===== config.mk =====
export PLATFORM = sky130hd
export DESIGN_NAME = pipe_hazard_ctrl
export DESIGN_NICKNAME = d
export VERILOG_FILES = /design/src/rtl/pipe_hazard_ctrl.sv
export SDC_FILE = /design/constraint.sdc
export NUM_CORES = 1
export LEC_CHECK = 0
export BUFFER_PORTS_ARGS = -buffer_cell sky130_fd_sc_hd__buf_2
export CORE_UTILIZATION = 47
export DETAILED_ROUTE_END_ITERATION = 6
export PLACE_DENSITY_LB_ADDON = 0.08
export SETUP_SLACK_MARGIN = 0.4
export SYNTH_ARGS = -nofsm -noshare
export SYNTH_HDL_FRONTEND = slang
export SYNTH_SLANG_ARGS = --single-unit

===== constraint.sdc =====
create_clock -name clk -period 2.9 [get_ports clk]
set_input_delay 0.725 -clock clk [delete_from_list [all_inputs] [get_ports clk]]
set_output_delay 0.725 -clock clk [all_outputs]
set_load 0.1 [all_outputs]

===== src/rtl/pipe_hazard_ctrl.sv =====
// rtl/pipe_hazard_ctrl.sv - pipeline stall/flush arbiter and halt owner
// Optional performance counters are built when HAZ_PERF_CNT_EN is defined.
module pipe_hazard_ctrl #(
  parameter int MEM_TIMEOUT = 255,
  parameter int DRAIN_DEPTH = 3
) (
  input  logic        clk,
  input  logic        rst_n,
  input  logic [3:0]  id_rs_addr,
  input  logic [3:0]  id_rt_addr,
  input  logic        id_uses_rs,
  input  logic        id_uses_rt,
  input  logic        hlt_ID,
  input  logic        ex_re_mem,
  input  logic [3:0]  ex_dst_addr,
  input  logic        mem_access,
  input  logic        mem_rdy,
  input  logic        br_taken_MEM,
  output logic        stall_pc,
  output logic        stall_IF_ID,
  output logic        stall_ID_EX,
  output logic        stall_EX_MEM,
  output logic        stall_MEM_WB,
  output logic        flush_IF_ID,
  output logic        flush_ID_EX,
  output logic        flush_EX_MEM,
  output logic        halted,
  output logic        mem_err,
  output logic [15:0] stall_cycles,
  output logic [15:0] flush_events
);

  typedef enum logic [1:0] {
    ST_RUN      = 2'd0,
    ST_MEM_WAIT = 2'd1,
    ST_DRAIN    = 2'd2,
    ST_HALTED   = 2'd3
  } state_t;

  localparam logic [7:0] LP_TIMEOUT = 8'(MEM_TIMEOUT);
  localparam logic [2:0] LP_DEPTH   = 3'(DRAIN_DEPTH);

  state_t     r_state;
  state_t     w_next_state;
  state_t     w_eff_state;
  logic       r_ret_drain;
  logic       w_next_ret_drain;
  logic [2:0] r_drain_cnt;
  logic [2:0] w_next_drain_cnt;
  logic [7:0] r_wait_cnt;
  logic       r_mem_err;
  logic       w_memwait;
  logic       w_load_use;

  assign w_memwait  = mem_access & ~mem_rdy;
  assign w_load_use = ex_re_mem && (ex_dst_addr != 4'd0) &&
                      ((id_uses_rs && (id_rs_addr == ex_dst_addr)) ||
                       (id_uses_rt && (id_rt_addr == ex_dst_addr)));

  always_ff @(posedge clk or negedge rst_n) begin
    if (!rst_n) begin
      r_state     <= ST_RUN;
      r_ret_drain <= 1'b0;
      r_drain_cnt <= 3'd0;
    end else begin
      r_state     <= w_next_state;
      r_ret_drain <= w_next_ret_drain;
      r_drain_cnt <= w_next_drain_cnt;
    end
  end

  // MEM_WAIT resumes as RUN or DRAIN in the cycle the access completes.
  always_comb begin
    w_next_state     = r_state;
    w_next_ret_drain = r_ret_drain;
    w_next_drain_cnt = r_drain_cnt;
    w_eff_state      = r_state;
    stall_pc         = 1'b0;
    stall_IF_ID      = 1'b0;
    stall_ID_EX      = 1'b0;
    stall_EX_MEM     = 1'b0;
    stall_MEM_WB     = 1'b0;
    flush_IF_ID      = 1'b0;
    flush_ID_EX      = 1'b0;
    flush_EX_MEM     = 1'b0;
    if (r_state == ST_MEM_WAIT) begin
      w_eff_state = r_ret_drain ? ST_DRAIN : ST_RUN;
    end
    if (!rst_n) begin
      w_next_state = ST_RUN;
    end else if (r_state == ST_HALTED) begin
      stall_pc     = 1'b1;
      stall_IF_ID  = 1'b1;
      stall_ID_EX  = 1'b1;
      stall_EX_MEM = 1'b1;
      stall_MEM_WB = 1'b1;
    end else if (w_memwait) begin
      stall_pc     = 1'b1;
      stall_IF_ID  = 1'b1;
      stall_ID_EX  = 1'b1;
      stall_EX_MEM = 1'b1;
      stall_MEM_WB = 1'b1;
      w_next_state = ST_MEM_WAIT;
      if (r_state != ST_MEM_WAIT) begin
        w_next_ret_drain = (r_state == ST_DRAIN);
      end
    end else if (br_taken_MEM) begin
      flush_IF_ID      = 1'b1;
      flush_ID_EX      = 1'b1;
      flush_EX_MEM     = 1'b1;
      w_next_state     = ST_RUN;
      w_next_ret_drain = 1'b0;
      w_next_drain_cnt = 3'd0;
    end else if (w_eff_state == ST_DRAIN) begin
      stall_pc         = 1'b1;
      stall_IF_ID      = 1'b1;
      flush_ID_EX      = 1'b1;
      w_next_ret_drain = 1'b0;
      w_next_drain_cnt = r_drain_cnt - 3'd1;
      w_next_state     = (r_drain_cnt <= 3'd1) ? ST_HALTED : ST_DRAIN;
    end else if (w_load_use) begin
      stall_pc     = 1'b1;
      stall_IF_ID  = 1'b1;
      flush_ID_EX  = 1'b1;
      w_next_state = ST_RUN;
    end else if (hlt_ID) begin
      w_next_state     = ST_DRAIN;
      w_next_ret_drain = 1'b0;
      w_next_drain_cnt = LP_DEPTH;
    end else begin
      w_next_state = ST_RUN;
    end
  end

  // Wait counter saturates so a stuck memory cannot wrap back below the timeout.
  always_ff @(posedge clk or negedge rst_n) begin
    if (!rst_n) begin
      r_wait_cnt <= 8'd0;
      r_mem_err  <= 1'b0;
    end else if (r_state != ST_HALTED) begin
      if (w_memwait) begin
        if (r_wait_cnt != 8'hFF) begin
          r_wait_cnt <= r_wait_cnt + 8'd1;
        end
        if ((r_wait_cnt + 8'd1) == LP_TIMEOUT) begin
          r_mem_err <= 1'b1;
        end
      end else begin
        r_wait_cnt <= 8'd0;
      end
    end
  end

  assign halted  = (r_state == ST_HALTED);
  assign mem_err = r_mem_err;

`ifdef HAZ_PERF_CNT_EN
  logic [15:0] r_stall_cycles;
  logic [15:0] r_flush_events;

  always_ff @(posedge clk or negedge rst_n) begin
    if (!rst_n) begin
      r_stall_cycles <= 16'h0000;
      r_flush_events <= 16'h0000;
    end else if (r_state != ST_HALTED) begin
      if (stall_pc && (r_stall_cycles != 16'hFFFF)) begin
        r_stall_cycles <= r_stall_cycles + 16'd1;
      end
      if (flush_IF_ID && (r_flush_events != 16'hFFFF)) begin
        r_flush_events <= r_flush_events + 16'd1;
      end
    end
  end

  assign stall_cycles = r_stall_cycles;
  assign flush_events = r_flush_events;
`else
  assign stall_cycles = 16'h0000;
  assign flush_events = 16'h0000;
`endif

endmodule


==> results by group <==
Outcome
  • Status: complete, but fails checks
  • Failing checks: design-rule violations

STA
  • Max Slew Vio Count: 0
  • Setup violators final: 0
  • Post-route clock period utilization: a little over nine tenths
  • Fin crit period: 2.73 ns
  • TNS Setup: 0 ns
  • Fin. Hold Viols: 0
  • Slew @ Worst Pin: 0.619 ns
  • RSZ-0062 raised after global routing: true
  • Final Skew: between 0.008 and 0.009 ns
  • Worst rel slew slack: 58.6%
  • Fmax: 367 MHz

Drt
  • DR pass1 iterations: 7
  • Wire length per cell: roughly 12 um
  • Detail Route Antenna Nets: 0
  • Via count: around 1100
  • Via/cell ratio: 5.06
  • WL final: 2690 um
  • Drc violations: 8
  • DR iter-0 viols: 37

Power and ir drop
  • PD cells: about 440 mW/mm2
  • Peak VDD IR: 213 uV
  • Leakage power: 0.804 nW

Critical path
  • Crit Reg-Reg Startpoint: r_wait_cnt[0]
  • Crit path from: ex_dst_addr[2]
  • Crit Path Category: input pin to output port
  • Startpoint types: input pin
  • Crit. End Element: output port
  • Crit path DAT: 2.00 ns
  • Req. time, crit path: 2.17 ns
  • Max FO, Critical Path: 3

Placement
  • Port bufs: 30
  • Final Wtd Congestion: slightly below 0.8
  • Dpl hpwl: 2100 um

Finish
  • Most frequent cells in the layout: conb_1 (32), buf_2 (23), dfrtp_1 (15), nand2_1 (14), inv_1 (8)
  • Fraction of layout cells with a size suffix above 1: 31.3%
  • Seq. cell area: 375 um2
  • Area of the multi-input gates: between 800 and 900 um2
  • Final core utilization: 58.3%
  • Antenna cells: 0
  • Layout area overhead: 15.1%
  • Post-layout net count: approximately 220
  • Fill cells: 259
  • Most common cell after layout, fill and taps aside: conb_1

Yosys
  • Post-synthesis cell count: roughly 160
  • Netlist cell types: 42
  • Register area share after synthesis: 26.4%
  • Syn_area_per_cell: 8.72 um2
  • Synthesized flop and latch total: 15
  • Synthesized cell area: 0.00142 mm2
  • Synth Warn #: 0

Clock network
  • Worst skew pair latency: 0.30 ns
  • Max H-tree Level: 1
  • CTS buffer count: 3
  • CTS Sinks: 15
  • CTS clk-pin slew, worst paths: 0.10 ns
  • CTS Hold Bufs: 0
  • Clock root buffer master: clkbuf_4
  • Clk buf depth: 2
  • CTS tree: yes

Die
  • DIE AREA: 0.00325 mm2
  • Die H: 57.0 um
  • Chip Width: 57.0 um
  • Starting density of the core: 50.7%
  • I/O pin count: 63
  • Rows: 19
  • Core area: 0.00281 mm2

Global route
  • Vias in the first global route: 1073
  • Largest net degree at the start of global routing: 20
  • Global Route Usage Sum: 19.0%
  • Total gr overflow: 0
  • First-pass GRT wire length: 4730 um
  • Initial antenna violation count: 0

Flow run
  • Max-cap violation count: 0

Hold path
  • Hold Crit Class: input pin to asynchronous set/reset pin
==> power breakdown <==
group	internal [mW]	leakage (nW)	switching, mW
sequential	0.218	0.200	0.00968
combinational	0.0663	0.590	0.291
clock	0.0526	0.0139	0.0807
==> routing by layer <==
metal,vias to the layer above,share of wire (%),global-route usage [%]
li1,566,-,-
met1,525,43,23.3
met2,48,49,32.3
met3,4,5.8,3.17
met4,0,2.3,9.41
met5,-,0,0
==> per-stage QoR <==
stage	power (mW)	setup slack, ns	std cells	hold slack [ns]	area (um2)
finish	0.718	0.172	226	0.237	1640
global route	0.753	0.121	226	0.234	1640
CTS	0.722	0.160	226	0.231	1620
detailed placement	0.580	0.0528	220	0.441	1550
global placement	0.577	0.0779	220	0.446	1550
floorplan	0.571	-0.0592	194	0.429	1630
==> layout make-up <==
cell class | instances | area share [%]
sequential | 15 | 23.0
inverter | 8 | 1.84
timing repair buffer | 37 | 16.4
clock buffer | 3 | 1.38
tap | 31 | 2.37
clock inverter | 1 | 0.459
multi-input combinational | 131 | 54.6
==> flip-flops by register name, summed over array words and instances, names as in the netlist <==
| signal | count |
|---|---|
| r_drain_cnt | 3 |
| mem_err | 1 |
| r_state | 2 |
| r_wait_cnt | 8 |
| r_ret_drain | 1 |
==> Yosys cell counts <==
cell type,instances,area share (%)
nand3_2,1,0.70
nor2_2,1,0.44
nand2b_1,1,0.44
buf_2,2,0.70
o21ai_0,3,1.1
o31a_1,2,1.2
inv_1,8,2.1
nand2_2,1,0.44
a32oi_1,1,0.62
a21o_1,1,0.53
nand2_1,14,3.7
nand3_4,1,1.2
dfrtp_1,15,26
a21oi_1,4,1.4
nor3_1,4,1.4
and2_1,1,0.44
o41a_1,1,0.79
o31ai_1,3,1.6
o311a_1,1,0.70
o41ai_1,3,1.8
a31oi_1,3,1.3
a21oi_2,1,0.62
xor2_1,7,4.3
or2_2,1,0.44
buf_6,2,1.6
conb_1,1,0.26
nand3_1,7,2.5
o21bai_1,2,1.1
nor2_1,6,1.6
nor3_4,1,1.1
xnor2_1,3,1.8
ha_1,4,3.5
o211ai_1,1,0.53
nor2b_1,4,1.8
nor4_1,1,0.44
o21ai_1,7,2.5
nand4_1,2,0.88
buf_4,36,19
mux2_2,2,1.6
and3_1,1,0.44
o41ai_4,1,1.9
nor4_4,2,3.0
==> path summary, 6_finish.rpt <==
path	endpoint	slack [ns]	cells past startpoint
setup / recovery	stall_IF_ID	0.17	8
max in group asynchronous	r_drain_cnt[1]	2.22	2
hold / removal	r_drain_cnt[2]	0.24	1
hold reg to reg	mem_err	0.47	2
min in group clk	mem_err	0.47	2
setup reg to reg	r_wait_cnt[5]	0.91	5
==> critical path: stages <==
cell and delay [ns]:
buf_8 0.10, o41a_1 0.46, nand3_2 0.11, nor4_4 0.04, nor3_2 0.15, buf_4 0.16, o21bai_4 0.08, buf_12 0.17
==> cells by family (layout without fill, tap and decap cells) <==
family | after synthesis | after routing | share of synthesized area, %
fa+ha+maj | 4 | 4 | 3.52
simple gates | 49 | 49 | 21.0
compound gates | 34 | 34 | 17.7
mux | 2 | 2 | 1.58
flops | 15 | 15 | 26.4
buf+inv | 48 | 49 | 23.4
other cells | 1 | 32 | 0.264
xor+xnor | 10 | 10 | 6.16
==> what timing repair did <==
action,4_1_cts,5_1_grt
endpoints found under the setup margin,6,8
setup buffers,2,0
pin swaps,2,0
gates resized for setup,8,4
No activity file was read; power rests on OpenSTA's default activity.
